--- src/rtl/parking_gate_sensor.sv ---
// Gate-lane beam front-end: synchronizes and debounces the street (A) and lot (B)
// beams, tracks the A/B order and emits one entry/exit/deny/fault pulse per event.
module parking_gate_sensor #(
    parameter int unsigned DEBOUNCE_CYCLES = 4,
    parameter int unsigned TIMEOUT_CYCLES  = 1000,
    parameter int unsigned TMO_W           = 16
) (
    input  logic clk,
    input  logic reset,
    input  logic beam_a_raw,
    input  logic beam_b_raw,
    input  logic lot_full,
    output logic entry_pulse,
    output logic exit_pulse,
    output logic gate_open,
    output logic deny_pulse,
    output logic fault_pulse
);

    localparam int unsigned DB_W = (DEBOUNCE_CYCLES > 1) ? $clog2(DEBOUNCE_CYCLES) : 1;
    localparam logic [DB_W-1:0]  DB_LAST  = DB_W'(DEBOUNCE_CYCLES - 1);
    localparam logic [TMO_W-1:0] TMO_LAST = TMO_W'(TIMEOUT_CYCLES - 1);

    typedef enum logic [2:0] {
        IDLE, IN_A, IN_AB, IN_B, OUT_B, OUT_AB, OUT_A, WAIT_CLEAR
    } state_t;

    // bit 0 = beam A, bit 1 = beam B
    logic [1:0]      sync1, sync2, db;
    logic [DB_W-1:0] db_cnt [2];
    logic [TMO_W-1:0] tmo;
    logic [1:0]      ab;
    state_t          state;

    // 2-flop synchronizer then per-beam debounce counter
    always_ff @(posedge clk) begin
        if (reset) begin
            sync1     <= '0;
            sync2     <= '0;
            db        <= '0;
            db_cnt[0] <= '0;
            db_cnt[1] <= '0;
        end else begin
            sync1 <= {beam_b_raw, beam_a_raw};
            sync2 <= sync1;
            for (int i = 0; i < 2; i++) begin
                if (sync2[i] == db[i]) begin
                    db_cnt[i] <= '0;
                end else if (db_cnt[i] == DB_LAST) begin
                    db[i]     <= sync2[i];
                    db_cnt[i] <= '0;
                end else begin
                    db_cnt[i] <= db_cnt[i] + DB_W'(1);
                end
            end
        end
    end

    // {a, b}: 2'b10 = street beam only, 2'b01 = lot beam only
    assign ab = {db[0], db[1]};

    // Direction FSM; gate_open tracks whether the next state is a transit state
    always_ff @(posedge clk) begin
        if (reset) begin
            state       <= IDLE;
            tmo         <= '0;
            entry_pulse <= 1'b0;
            exit_pulse  <= 1'b0;
            deny_pulse  <= 1'b0;
            fault_pulse <= 1'b0;
            gate_open   <= 1'b0;
        end else begin
            entry_pulse <= 1'b0;
            exit_pulse  <= 1'b0;
            deny_pulse  <= 1'b0;
            fault_pulse <= 1'b0;
            case (state)
                IDLE: begin
                    tmo <= '0;
                    case (ab)
                        2'b10: begin
                            if (lot_full) begin
                                state      <= WAIT_CLEAR;
                                deny_pulse <= 1'b1;
                            end else begin
                                state     <= IN_A;
                                gate_open <= 1'b1;
                            end
                        end
                        2'b01: begin
                            state     <= OUT_B;
                            gate_open <= 1'b1;
                        end
                        2'b11: begin
                            state       <= WAIT_CLEAR;
                            fault_pulse <= 1'b1;
                        end
                        default: ;
                    endcase
                end
                WAIT_CLEAR: begin
                    tmo <= '0;
                    if (ab == 2'b00) state <= IDLE;
                end
                default: begin
                    // timeout wins over any beam change in the same cycle
                    if (tmo == TMO_LAST) begin
                        state       <= WAIT_CLEAR;
                        fault_pulse <= 1'b1;
                        gate_open   <= 1'b0;
                        tmo         <= '0;
                    end else begin
                        tmo <= tmo + TMO_W'(1);
                        case (state)
                            IN_A: case (ab)
                                2'b11: state <= IN_AB;
                                2'b00: begin state <= IDLE; gate_open <= 1'b0; end
                                2'b01: begin
                                    state <= WAIT_CLEAR; fault_pulse <= 1'b1; gate_open <= 1'b0;
                                end
                                default: ;
                            endcase
                            IN_AB: case (ab)
                                2'b01: state <= IN_B;
                                2'b10: state <= IN_A;
                                2'b00: begin state <= IDLE; gate_open <= 1'b0; end
                                default: ;
                            endcase
                            IN_B: case (ab)
                                2'b00: begin
                                    state <= IDLE; entry_pulse <= 1'b1; gate_open <= 1'b0;
                                end
                                2'b11: state <= IN_AB;
                                2'b10: begin
                                    state <= WAIT_CLEAR; fault_pulse <= 1'b1; gate_open <= 1'b0;
                                end
                                default: ;
                            endcase
                            OUT_B: case (ab)
                                2'b11: state <= OUT_AB;
                                2'b00: begin state <= IDLE; gate_open <= 1'b0; end
                                2'b10: begin
                                    state <= WAIT_CLEAR; fault_pulse <= 1'b1; gate_open <= 1'b0;
                                end
                                default: ;
                            endcase
                            OUT_AB: case (ab)
                                2'b10: state <= OUT_A;
                                2'b01: state <= OUT_B;
                                2'b00: begin state <= IDLE; gate_open <= 1'b0; end
                                default: ;
                            endcase
                            OUT_A: case (ab)
                                2'b00: begin
                                    state <= IDLE; exit_pulse <= 1'b1; gate_open <= 1'b0;
                                end
                                2'b11: state <= OUT_AB;
                                2'b01: begin
                                    state <= WAIT_CLEAR; fault_pulse <= 1'b1; gate_open <= 1'b0;
                                end
                                default: ;
                            endcase
                            default: ;
                        endcase
                    end
                end
            endcase
        end
    end

endmodule
--- config.mk ---
export PLATFORM = sky130hd
export DESIGN_NAME = parking_gate_sensor
export DESIGN_NICKNAME = d
export VERILOG_FILES = /design/src/rtl/parking_gate_sensor.sv
export SDC_FILE = /design/constraint.sdc
export NUM_CORES = 1
export LEC_CHECK = 0
export ABC_AREA = 1
export CAP_MARGIN = 20
export CORE_ASPECT_RATIO = 0.5
export CORE_MARGIN = 1.5
export CORE_UTILIZATION = 45
export CTS_CLUSTER_SIZE = 12
export DETAILED_ROUTE_END_ITERATION = 10
export RECOVER_POWER = 100
export SYNTH_ARGS = -nofsm -noshare
export SYNTH_HDL_FRONTEND = slang
export SYNTH_SLANG_ARGS = --single-unit
--- constraint.sdc ---
create_clock -name clk -period 4.25 [get_ports clk]
set_input_delay 0.6375 -clock clk [delete_from_list [all_inputs] [get_ports clk]]
set_output_delay 0.6375 -clock clk [all_outputs]
set_load 0.01 [all_outputs]
======== Word level (Yosys, flattened, before mapping) ========
Memory sizes are Yosys's and may differ from the RTL's.
Index checks and enable logic that the tools add are counted.
storage, ports and cells
  register bits ........................... 30
  memory bits (writable) .................. 4
  input bits .............................. 5
  output and inout port bits .............. 5
  word-level logic and storage cells ...... 131
  memories kept ........................... 1
operators by class
  add/subtract/negate cells ............... 3
  equality and inequality tests ........... 28
  muxes and demuxes ....................... 58
  bitwise gates (word level) .............. 13
  reductions and logical operators ........ 17
memories
  memory  depth  width  rd ports  clocked after memory_dff  write ports  RTL line  source
  db_cnt  2      2      2         0                         2            30        logic [DB_W-1:0] db_cnt [2];
operators by type and width
  kind                     count
  $pmux W3 S3              7
  $mux W1                  35
  $ne A6 B6 Y1 const B     5
  $pmux W3 S6              1
  $add A16 B1 Y16 const B  1
  $eq A16 B10 Y1 const B   1
  $eq A3 B3 Y1 const B     4
  $mux W2                  6
  $ne A4 B1 Y1 const B     3
  $reduce_or A2 Y1         5
  $reduce_or A5 Y1         2
  $mux W3                  3
  $reduce_and A9 Y1        1
  $reduce_bool A9 Y1       1
  $eq A2 B2 Y1 const B     4
  $pmux W1 S2              4
  $not A1 Y1               7
  $reduce_and A7 Y1        1
  $eq A3 B2 Y1 const B     2
  $ne A6 B5 Y1 const B     1
  $or A1 B1 Y1             6
  $pmux W3 S2              1
  $reduce_bool A5 Y1       1
  $add A2 B1 Y2 const B    2
  other kinds (13)         15

======== Logic depth before layout (Yosys ltp) ========
Gate-level depths: netlist of run 1.
  depth after elaboration ................. 7
  gate-level depth with buffers ........... 11

======== Worst setup path before layout of run 1 ========
Ideal clock, no wire load.
  path kind ............................... input to register
  start ................................... input reset
  end ..................................... register tmo[7]
  data arrival time ....................... 1.438 ns
  required time ........................... 4.132 ns
  slack ................................... 2.695 ns
  stages .................................. 5
  path buffers ............................ 2
  path through ............................ clkbuf_1 > inv_1 > nand3_1 > buf_2 > nor2_1
on the way
  word-level cells in the longest chain between the ends .. 1
ends and longest elaborated chain
  element                     RTL line  source
  start, declared             9         input logic reset,
  $reduce_or A4 Y1 (no line)  --
  end signal, assigned        113       tmo <= tmo + TMO_W'(1);
  end, declared               31        logic [TMO_W-1:0] tmo;
No other way between the ends.
A chain may end at the register's enable or synchronous reset.

======== Worst setup path after layout of run 1 ========
  start ................................... input reset
  end ..................................... register tmo[10]
Same word-level chain as after synthesis.

==> results of run 1 <==
layout make-up:
class                           instances  area (um2)  share of cell area
Clock inverter                          2        11.3             0.00546
Tap cell                               54        67.6              0.0327
Multi-Input combinational cell        196         926               0.449
Clock buffer                            6        82.6              0.0400
Timing Repair Buffer                    9        90.1              0.0437
Sequential cell                        34         721               0.349
Inverter                               44         165              0.0800
per-stage QoR:
stage / std cells / power, mW / setup slack, ns / utilization / hold WS, ns
final: 345 / 0.964 / 2.01 / 0.529 / 0.404
after global placement: 337 / 0.737 / 1.83 / 0.510 / 0.391
after detailed placement: 337 / 0.736 / 1.76 / 0.510 / 0.396
after global routing: 345 / 1.04 / 1.75 / 0.529 / 0.435
after floorplan: 277 / 0.656 / 2.69 / - / 0.388
after CTS: 345 / 0.986 / 2.08 / 0.534 / 0.407
power by group through the flow:
stage	sequential, mW	clock, mW	combinational [mW]
after detailed placement	0.396	0	0.340
after floorplan	0.391	0	0.266
after global placement	0.396	0	0.341
final	0.390	0.247	0.327
after global routing	0.395	0.269	0.376
after CTS	0.389	0.257	0.340
routing by layer:
layer  GRT usage  vias to the layer above  share of wire
li1            -                      892              -
met1       0.219                      696           0.51
met2       0.296                       39           0.43
met3      0.0561                        5          0.049
met4      0.0667                        0         0.0094
met5           0                        -              0
worst max-delay path, stage by stage:
cell           delay, ns
dlygate4sd3_1       0.68
inv_1               0.24
nand3_1             0.42
inv_1               0.25
o21ai_0             0.11
a21oi_1             0.12
layout by cell type, fill, tap and decap left out:
master           instances
nor4_1                   2
o21ai_0                 11
a31oi_1                  2
nor2_1                  50
inv_2                    6
nand3_1                 26
dfxtp_1                 30
nand2_2                  3
conb_1                   4
a21oi_1                 15
nand4_1                  3
nor3_1                   5
or2_2                    1
o211ai_1                 1
xor2_1                   5
edfxtp_1                 4
clkinv_2                 1
nand2_1                 55
nor3_2                   1
nor2_2                   5
clkbuf_8                 6
nor3_4                   1
o21ai_1                  2
clkinv_1                 1
and2_1                   1
inv_4                    1
ha_1                     3
clkdlybuf4s50_1          3
inv_1                   37
dlygate4sd3_1            6
sequential cells by signal, summed over array words and instances (netlist names), 2 cells and up:
signal / flops
db: 2
db_cnt: 4
state: 3
sync1: 2
sync2: 2
tmo: 16
kinds of logic (layout without fill, tap and decap cells):
| group | count (synthesis) | count (layout) | synth area share |
|---|---|---|---|
| AO/OA/AOI/OAI | 31 | 31 | 0.0934 |
| adder cells (fa/ha/maj) | 3 | 3 | 0.0205 |
| other | 1 | 4 | 0.00204 |
| buffers and inverters | 47 | 61 | 0.0975 |
| AND/OR/NAND/NOR | 153 | 153 | 0.370 |
| flip-flops | 34 | 34 | 0.393 |
| XOR/XNOR | 5 | 5 | 0.0239 |
how the worst min path moves through the flow:
| stage | endpoint | cells after the start | start |
|---|---|---|---|
| final | sync2[1] | 2 | sync1[1] |
| after global routing | sync2[1] | 2 | sync1[1] |
| after CTS | sync2[1] | 2 | sync1[1] |
| after detailed placement | sync2[1] | 2 | sync1[1] |
| after global placement | sync2[1] | 2 | sync1[1] |
| after floorplan | sync2[0] | 2 | sync1[0] |
==> out/qor.csv, run 1 <==
metric;value;unit
status;complete, no violations;
end_kind;flip-flop;
hold_path.class;reg2reg;
finClkSkew;0.00786;ns
synth_top_area_frac;0.327;
slew_headroom;0.661;
numCtsBuffers;5;
die_h;48.2;um
worstSetupPathType;in2reg;
post_cts_resized;0;
synth_most_common_cell;nand2_1;
dpl_cell_area;1990;um2
dr.pass1.iters;4;
report.final.hold_viol_count;0;
cp-start-kind;primary input;
critPathMaxFanout;12;
critPathRequiredTime;4.47;ns
synth_cells;274;
peakVddDrop;0.179;mV
crit_end;tmo[10];
switching_share;0.387;
reg2reg_slack;2.14;ns
r2r-start;tmo[0];
wl_per_cell;10.5;um
clock.fmax;446;MHz
p_int;0.591;mW
n_antenna_cell;0;
cts.sinks;34;
power.switching;0.373;mW
grt.total_usage;0.175;
start_util;0.470;
async_flop_share;0;
post_cts_buffers;0;
cts-root-buf;clkbuf_8;
dp.final_hpwl;2790;um
rr_worst_depth;10;
vias_per_cell;4.73;
fp.dieW;93.3;um
htree_levels;2;
antenna_found_initial;0;
clockPowerShare;0.256;
crit_start;reset;
p_comb_frac;0.339;
synth_top_area_cell;dfxtp_1;
crit_arrival;2.46;ns
finalSetupViolCount;0;
maxCapViolations;0;
grt_max_degree;13;
ctsHoldBuffers;0;
drive_gt1_frac;0.0859;
wl;3620;um
area_growth;12.4;%
ys_types;28;
seqPwrFrac;0.405;
synth.top_cells.by_count;nand2_1, nor2_1, inv_1, dfxtp_1, nand3_1;
p_per_area;467;nW/um2
portBuffers;9;
p_leak;0.943;nW
ys_ff_latch;34;
fin_crit_sh;0.528;
fp-row-count;16;
r2r_end;tmo[11];
dieArea;4490;um2
globalRoute.totalOverflow;0;
ant_nets;0;
dr.first_iter.drc_count;96;
rsz0062_at_grt;false;
worst_slew_pin_slew;0.508;ns
slew_violations;0;
fin_setup_tns;0;ns
postLayoutCellArea;2060;um2
n_fill_cell;391;
cts.reportedPaths.clkPinSlew;0.07;ns
grt_pass1_vias;1373;
coreArea;3900;um2
gp_congestion;0.962;
ys.warnings.count;0;
num_io_pins;10;
synthTopCellsByArea;dfxtp_1, nand2_1, nor2_1, inv_1, nand3_1;
synth_edf_count;4;
synth_area;1840;um2
min_period;2.24;ns
cts_tree;yes;
synth_ff_type;dfxtp_1;
ctsLongestPathBuffers;2;
grt_pass1_wl;5830;um
synth_area_per_cell;6.70;um2
yosysSeqAreaShare;0.393;
nNetsFinal;298;
via_count;1632;
remaining_drc_errors;0;
clock_latency;0.29;ns
Power figures use the tool's default switching activity.
==> inputs of run 2 (changes only) <==
--- a/config.mk
+++ b/config.mk
@@ -12,6 +12,7 @@
 export CORE_UTILIZATION = 45
 export CTS_CLUSTER_SIZE = 12
 export DETAILED_ROUTE_END_ITERATION = 10
+export PLACE_DENSITY = 0.65
 export RECOVER_POWER = 100
 export SYNTH_ARGS = -nofsm -noshare
 export SYNTH_HDL_FRONTEND = slang
==> constraint.sdc (replaced) <==
create_clock -name clk -period 2 [get_ports clk]
set_input_delay 0.3 -clock clk [delete_from_list [all_inputs] [get_ports clk]]
set_output_delay 0.3 -clock clk [all_outputs]
set_load 0.01 [all_outputs]
==> run 2 against run 1 <==
  * Global-route usage rose by 0.79 points
  * Combinational power grew 120%
  * Sequential share of layout area is 0.60 points lower
  * Flip-flop and latch count stayed put
  * Hold slack better by 0.00059 ns
  * Non-clock buffer count increased by 4
  * First-iteration DRC count down 10%
  * Sequential power is 110% higher
  * Count of clock-buffer cells in the layout increased by 1
  * Core utilization increased by 0.93 points
  * Final cell count up 1.2%
  * Critical endpoint is now state[1]
  * Largest power group unchanged
  * Highest routed layer unchanged
==> out/qor.csv, run 2 (synthesized netlist as in run 1, its figures left out) <==
metric;value;unit;change
dr.pass1.iters;4;;unchanged
cp-start-kind;flip-flop;;
wl;3680;um;+1.9%
crit_start;tmo[0];;
via_count;1700;;+4.2%
min_from;sync1[0];;
largest_reg_flops;16;;unchanged
fin_setup_tns;0;ns;unchanged
gp_congestion;0.956;;-0.67%
min_to;sync2[0];;
ctsLongestPathBuffers;2;;unchanged
drive_gt1_frac;0.0983;;+0.0124
area_growth;14.4;%;
remaining_drc_errors;0;;unchanged
top_regs;tmo x16, db_cnt x4, state x3;;
grt_pass1_vias;1422;;+3.6%
grt.total_usage;0.183;;+0.00792
start_util;0.470;;unchanged
path_buf_inv;2;;-1
fin_crit_sh;0.867;;
p_leak;0.951;nW;+0.85%
layout_common_cells;nand2_1, nor2_1, inv_1;;
cts.reportedPaths.clkPinSlew;0.07;ns;about the same
max_stage_delay;0.35;ns;-0.33 ns
fp-row-count;16;;unchanged
ant_nets;0;;unchanged
hold_path.class;reg2reg;;
rr_worst_depth;11;;+1
cp_common_cell;nor2_1;;
hold_depth;2;;unchanged
report.final.hold_viol_count;0;;unchanged
final_common_cell;nand2_1;;
place_ws;0.303;ns;-1.45 ns
htree_levels;2;;unchanged
maxCapViolations;0;;unchanged
nNetsFinal;302;;+1.3%
n_fill_cell;395;;+1.0%
peakVddDrop;0.339;mV;+89%
slew_violations;0;;unchanged
dr.first_iter.drc_count;86;;-10%
dieArea;4490;um2;unchanged
antenna_found_initial;0;;unchanged
crit_chain;ha_1, clkinv_1, nor2_1, nand2_1, nor2_1, nand3_2, buf_4, a21oi_4, nand3_1, nor2_1, nor2_1;;
critPathRequiredTime;2.19;ns;-2.28 ns
dp.final_hpwl;2810;um;+0.72%
grt_pass1_wl;6140;um;+5.3%
globalRoute.totalOverflow;0;;unchanged
die_h;48.2;um;unchanged
portBuffers;9;;unchanged
worstSetupPathType;reg2reg;;
cts-root-buf;clkbuf_8;;
r2r_end;state[1];;
fp.dieW;93.3;um;unchanged
wl_per_cell;10.6;um;+0.69%
grt_max_degree;11;;-2
finClkSkew;0.00636;ns;-0.00150 ns
cp.depth;11;;+5
crit_arrival;1.92;ns;-0.54 ns
clock_latency;0.29;ns;about the same
p_per_area;989;nW/um2;+110%
numCtsBuffers;5;;unchanged
cts_tree;yes;;
crit_family;simple AND/OR/NAND/NOR gates;;
final.setup.worst_slack;0.267;ns;-1.74 ns
post_cts_buffers;0;;unchanged
end_kind;flip-flop;;
clock.fmax;577;MHz;
coreArea;3900;um2;unchanged
cp_slowest_cell;dfxtp_1;;
ctsHoldBuffers;0;;unchanged
num_io_pins;10;;unchanged
min_period;1.73;ns;
post_cts_resized;0;;unchanged
n_antenna_cell;0;;unchanged
top_register;tmo;;
reg2reg_slack;0.27;ns;-1.87 ns
status;complete, no violations;;
cts.sinks;34;;unchanged
finalSetupViolCount;0;;unchanged
r2r-start;tmo[0];;
rsz0062_at_grt;false;;
critPathMaxFanout;6;;-6
vias_per_cell;4.87;;+3.0%
-- run 2: cell count changes in the layout (fill, tap and decap cells not counted), sizes merged --
cell,delta
inv,-1
clkbuf,+3
buf,+2
-- run 2: worst register-to-register path: stages (launching register included) --
cell      delay, ns
dfxtp_1        0.35
ha_1           0.25
clkinv_1       0.10
nor2_1         0.09
nand2_1        0.05
nor2_1         0.11
nand3_2        0.09
buf_4          0.17
a21oi_4        0.16
nand3_1        0.09
nor2_1         0.12
nor2_1         0.05
-- run 2: metal layers --
metal,vias up,global-route usage,wire length [um]
met1,768,0.227,1860
met2,26,0.307,1620
met3,6,0.0561,150
met4,0,0.0848,59
li1,900,-,-
met5,-,0,0
-- run 2: cell type report --
| class | count | area [um2] | area share |
|---|---|---|---|
| sequential | 34 | 721 | 0.343 |
| clock buffer | 7 | 86.3 | 0.0411 |
| tap | 54 | 67.6 | 0.0322 |
| timing repair buffer | 13 | 113 | 0.0536 |
| multi-input combinational | 196 | 942 | 0.449 |
| clock inverter | 1 | 5.00 | 0.00238 |
| inverter | 44 | 165 | 0.0787 |
-- run 2: metrics by stage --
step | utilization | hold WS [ns] | area [um2] | power [mW] | instances
global placement | 0.518 | 0.393 | 2020 | 1.56 | 341
finish | 0.538 | 0.404 | 2100 | 2.08 | 349
floorplan | - | 0.388 | 1850 | 1.39 | 277
detailed placement | 0.518 | 0.399 | 2020 | 1.56 | 341
CTS | 0.541 | 0.406 | 2110 | 2.09 | 349
global route | 0.538 | 0.431 | 2100 | 2.26 | 349
-- run 2: worst max-delay path by stage --
| stage | endpoint | slack [ns] |
|---|---|---|
| after floorplan | tmo[7] | 0.52 |
| after global placement | state[2] | 0.34 |
| after detailed placement | state[1] | 0.30 |
| after CTS | state[1] | 0.31 |
| after global routing | state[1] | 0.07 |
| final | state[1] | 0.27 |
-- run 2: report_power, final --
part           switching, mW  leakage (nW)  internal (mW)
logic                  0.480         0.618          0.243
clock network          0.253        0.0482          0.278
registers             0.0650         0.285          0.758
total                  0.797         0.951           1.28
==> inputs of run 3 (changes only) <==
--- a/config.mk
+++ b/config.mk
@@ -12,7 +12,6 @@
 export CORE_UTILIZATION = 45
 export CTS_CLUSTER_SIZE = 12
 export DETAILED_ROUTE_END_ITERATION = 10
-export PLACE_DENSITY = 0.65
 export RECOVER_POWER = 100
 export SYNTH_ARGS = -nofsm -noshare
 export SYNTH_HDL_FRONTEND = slang
==> constraint.sdc (replaced) <==
create_clock -name clk -period 1.8 [get_ports clk]
set_input_delay 0.27 -clock clk [delete_from_list [all_inputs] [get_ports clk]]
set_output_delay 0.27 -clock clk [all_outputs]
set_load 0.01 [all_outputs]
==> run 3 against run 2 <==
  * Hold slack barely moved
  * Count of clock-buffer cells in the layout did not move
  * Power rose by 11%
  * Largest power group unchanged
  * Die area did not move
  * Worst setup slack got worse by 0.090 ns
  * Register-to-register slack got worse by 0.09 ns
  * Critical path depth did not move
==> out/qor.csv, run 3 (synthesized netlist as in run 1, its figures left out) <==
metric;value;unit;change
gp_congestion;0.914;;-4.4%
dieArea;4490;um2;unchanged
switching_share;0.385;;+0.000917
vias_per_cell;4.84;;-0.60%
grt_max_degree;11;;unchanged
dr.pass1.iters;4;;unchanged
largest_reg_flops;16;;unchanged
grt.total_usage;0.179;;-0.00436
hold_path.class;reg2reg;;
critPathMaxFanout;7;;+1
htree_levels;2;;unchanged
clock_latency;0.29;ns;about the same
remaining_drc_errors;0;;unchanged
finClkSkew;0.00586;ns;-0.000500 ns
seq_area;721;um2;unchanged
num_io_pins;10;;unchanged
top_register;tmo;;
antenna_found_initial;0;;unchanged
clockPowerShare;0.256;;about the same
drive_gt1_frac;0.0986;;+0.000334
start_util;0.470;;unchanged
coreArea;3900;um2;unchanged
portBuffers;9;;unchanged
fin_setup_tns;0;ns;unchanged
timing.hold.ws;0.405;ns;+0.000100 ns
report.final.hold_viol_count;0;;unchanged
n_fill_cell;395;;unchanged
crit_chain;ha_2, inv_2, nor2_1, nand2_1, nor2_1, nand3_2, a21oi_4, nand2_1, nand2_1, nand2_1, nor2_1;;
via_count;1685;;-0.88%
dp.final_hpwl;2880;um;+2.3%
clock.fmax;616;MHz;+6.8%
final_common_cell;nand2_1;;
p_leak;0.949;nW;-0.23%
path_buf_inv;1;;-1
cts-root-buf;clkbuf_8;;
globalRoute.totalOverflow;0;;unchanged
maxCapViolations;0;;unchanged
crit_family;simple AND/OR/NAND/NOR gates;;
die_h;48.2;um;unchanged
end_kind;flip-flop;;
wl;3740;um;+1.4%
fin_crit_sh;0.902;;+0.0352
cp_slowest_cell;dfxtp_1;;
power.switching;0.887;mW;+11%
fp-row-count;16;;unchanged
final_core_util;0.536;;-0.00160
fp.dieW;93.3;um;unchanged
crit_start;tmo[0];;
layout_common_cells;nand2_1, nor2_1, inv_1;;
numCtsBuffers;5;;unchanged
p_comb_frac;0.347;;about the same
n_antenna_cell;0;;unchanged
cp_common_cell;nand2_1;;
area_growth;14.0;%;
grt_pass1_wl;5840;um;-4.8%
cts_tree;yes;;
grt_pass1_vias;1305;;-8.2%
rsz0062_at_grt;false;;
crit_arrival;1.85;ns;-0.07 ns
slew_violations;0;;unchanged
nNetsFinal;301;;-0.33%
dr.first_iter.drc_count;102;;+19%
finalSetupViolCount;0;;unchanged
min_from;sync1[1];;
min_period;1.62;ns;-0.110 ns
peakVddDrop;0.370;mV;+9.3%
multi_input_area;940;um2;-0.27%
cts.reportedPaths.clkPinSlew;0.07;ns;about the same
worstSetupPathType;reg2reg;;
ctsLongestPathBuffers;2;;unchanged
top_regs;tmo x16, db_cnt x4, state x3;;
ant_nets;0;;unchanged
seqPwrFrac;0.396;;about the same
r2r-start;tmo[0];;
cts.sinks;34;;unchanged
p_int;1.42;mW;+11%
p_per_area;1100;nW/um2;+11%
cp-start-kind;flip-flop;;
status;complete, no violations;;
critPathRequiredTime;2.03;ns;-0.16 ns
wl_per_cell;10.7;um;+1.7%
max_stage_delay;0.35;ns;about the same
-- run 3: cell count changes in the layout (fill, tap and decap cells not counted), sizes merged --
| cell | before | now |
|---|---|---|
| clkbuf | 9 | 8 |
| clkinv | 2 | 1 |
| inv | 43 | 44 |
-- run 3: final cells by class --
| class | count | area share |
|---|---|---|
| Timing Repair Buffer | 12 | 0.0520 |
| Inverter | 44 | 0.0789 |
| Multi-Input combinational cell | 196 | 0.449 |
| Sequential cell | 34 | 0.344 |
| Clock inverter | 1 | 0.00239 |
| Clock buffer | 7 | 0.0412 |
| Tap cell | 54 | 0.0323 |
-- run 3: worst paths after layout --
| check | slack [ns] | cells after the start | end |
|---|---|---|---|
| min reg2reg | 0.40 | 2 | sync2[1] |
| max | 0.18 | 11 | state[1] |
| min | 0.40 | 2 | sync2[1] |
| max reg2reg | 0.18 | 11 | state[1] |
-- run 3: metal layers --
| metal | track usage | up-vias | wire length [um] |
|---|---|---|---|
| met3 | 0.0607 | 5 | 183 |
| met1 | 0.233 | 748 | 1910 |
| met5 | 0 | - | 0 |
| met2 | 0.283 | 38 | 1620 |
| li1 | - | 894 | - |
| met4 | 0.0727 | 0 | 27 |
-- run 3: tightest hold or removal path, cell delays in order, from the launching register on --
cell and delay, ns:
dfxtp_1 0.30, inv_1 0.04, nor2_1 0.03
-- run 3: per-stage QoR --
step	area [um2]	setup WS [ns]	power, mW	std cells
final	2090	0.177	2.30	348
after global routing	2090	0.0162	2.49	348
after CTS	2100	0.148	2.34	348
after detailed placement	2010	0.164	1.74	340
after global placement	2010	0.197	1.75	340
after floorplan	1850	0.316	1.55	277
-- run 3: power by group through the flow --
| stage | Sequential (mW) | Clock, mW | Combinational (mW) |
|---|---|---|---|
| after global routing | 0.923 | 0.646 | 0.918 |
| final | 0.914 | 0.590 | 0.800 |
| after floorplan | 0.923 | 0 | 0.627 |
| after detailed placement | 0.930 | 0 | 0.810 |
| after global placement | 0.929 | 0 | 0.817 |
| after CTS | 0.912 | 0.611 | 0.813 |
-- run 3: repair_timing --
item / in CTS / in global routing
hold buffers: 0 / 0
setup endpoints to repair: 0 / 8
buffers inserted: 0 / 0
resized for setup: 0 / 1
==> variant (config.mk and constraints of run 3) <==
Reset style: asynchronous (`reset`), changed in 2 clocked blocks.
--- a/src/rtl/parking_gate_sensor.sv
+++ b/src/rtl/parking_gate_sensor.sv
@@ -33,7 +33,7 @@
     state_t          state;
 
     // 2-flop synchronizer then per-beam debounce counter
-    always_ff @(posedge clk) begin
+    always_ff @(posedge clk or posedge reset) begin
         if (reset) begin
             sync1     <= '0;
             sync2     <= '0;
@@ -60,7 +60,7 @@
     assign ab = {db[0], db[1]};
 
     // Direction FSM; gate_open tracks whether the next state is a transit state
-    always_ff @(posedge clk) begin
+    always_ff @(posedge clk or posedge reset) begin
         if (reset) begin
             state       <= IDLE;
             tmo         <= '0;
Behaviour: differs if reset is asserted again (counterexample within 10 cycles, from zero or initial values and one cycle with reset high); with reset held inactive, the same outputs for 10 cycles.
==> variant against run 3 <==
Area after synthesis grew 7.3%. Global-route usage grew 1.1 points. Design area grew 4.7%. Utilization grew 0.56 points. Wire length grew 9.7%. Worst setup slack lost 0.011 ns. Largest cell class unchanged. Total power grew 35%. Sequential cell count is the same. Final cell count shrank 7.8%. Non-clock buffer count shrank 2.
==> variant: results (changes against run 3) <==
Logic synthesis
  – Synth area leaders: dfrtp_1 43%, nand2_1 9.7%, nand3_1 7.1%, nor2_1 6.7%, inv_1 4.8% (was dfxtp_1 33%, nand2_1 11%, nor2_1 10%, inv_1 7.4%, nand3_1 6.8%)
  – Top_reg_cell synth: dfrtp_1 (was dfxtp_1)
  – Post-synth ARST share: 100% (was 0%)
  – Cell variety after synth: 32 (was 28)
  – Register area share after synthesis: 43.2% (was 39.3%)

GRT
  – Vias in the first global route: 1,507 (was 1,305)
  – Global Route Usage Sum: 19.0% (was 17.9%)
  – Initial antenna violation count: 0 (unchanged)
  – Largest net degree at the start of global routing: 35 (was 11)
  – First-pass GRT wire length: 6960 um (was 5840 um)

Placed design
  – GPL Wtd Cong: 0.923 (was 0.914)

Clock tree
  – Post_cts resized: 0 (unchanged)
  – Clk_lat worst skew: 0.28 ns

Route
  – Vias/cell: 5.26 (was 4.84)
  – Initial DRC count: 65 (was 102)
  – Total Wirelength: 4100 um (was 3740 um)

Power
  – Switching Share: 43.2% (was 38.5%)
  – Max rail drop VDD: 545 uV (was 370 uV)
  – Pleak: 1.11 nW (was 0.949 nW)

Floorplanning
  – Chip width: 96.6 um (was 93.3 um)

Setup path
  – Critical path's slowest cell: dfrtp_1 (was dfxtp_1)
  – Slowest stage delay, CP: 0.39 ns (was 0.35 ns)
  – CP arrival: 1.81 ns (was 1.85 ns)
  – CP max FO: 5 (was 7)
  – RR Startpoint: tmo[0]$_DFF_PP0_ (was tmo[0]$_SDFF_PP0_)

Final layout
  – NumNets Final: 274 (was 301)
  – Fraction of layout cells with a size suffix above 1: 13.5% (was 9.86%)

STA
  – Clock skew: 0.00895 ns (was 0.00586 ns)

Status
  – Run status: completed (unchanged)
## variant: logic make-up (layout without fill, tap and decap cells)
group	after synthesis	after routing	share of synthesized area [%]
and+or+nand+nor	152	152	38.4
buffers and inverters	39	52	8.45
DFF	34	34	43.2
xor gates and xnor gates	5	5	2.22
adders and majority gates	3	3	1.91
AOI/OAI and AO/OA	21	21	5.84
## variant: power by group through the flow
stage          clock [mW]  sequential (mW)  combinational, mW
2_1_floorplan           0             1.05               1.16
3_3_place_gp            0             1.18               1.30
3_5_place_dp            0             1.19               1.31
4_1_cts             0.689             1.17               1.32
5_1_grt             0.730             1.21               1.47
6_report            0.672             1.17               1.27
## variant: layout make-up
cell class / instances / area (um^2) / area share (%)
Clock buffer: 8 / 110 / 5.03
Inverter: 34 / 128 / 5.83
Tap cell: 54 / 67.6 / 3.08
Timing Repair Buffer: 10 / 95.1 / 4.34
Multi-Input combinational cell: 181 / 940 / 42.9
Sequential cell: 34 / 851 / 38.8
## variant: metal layers
layer  part of all wire, %  global-route usage, %
met1                    50                   27.6
met4                  0.41                   2.17
met5                     0                      0
met2                    45                   28.7
met3                   4.1                   5.56
## variant: final timing paths
kind,endpoint,slack [ns],cells past startpoint
worst max-delay path,tmo[12]$_DFF_PP0_,0.17,5
worst min-delay path,sync2[0]$_DFF_PP0_,0.38,0
worst max register to register,tmo[12]$_DFF_PP0_,0.17,5
worst min register to register,sync2[0]$_DFF_PP0_,0.38,0
max in group asynchronous,db_cnt[2]$_DFF_PP0_,0.61,3
min in group asynchronous,tmo[14]$_DFF_PP0_,0.67,3
## variant: stage by stage
step	setup slack, ns	cells	util, %	power [mW]	area [um^2]
2_1_floorplan	0.395	254	-	2.21	1970
3_3_place_gp	0.224	313	51.8	2.48	2100
3_5_place_dp	0.205	313	51.8	2.50	2100
4_1_cts	0.177	321	54.5	3.18	2210
5_1_grt	0.0409	321	54.2	3.41	2190
6_report	0.166	321	54.2	3.12	2190
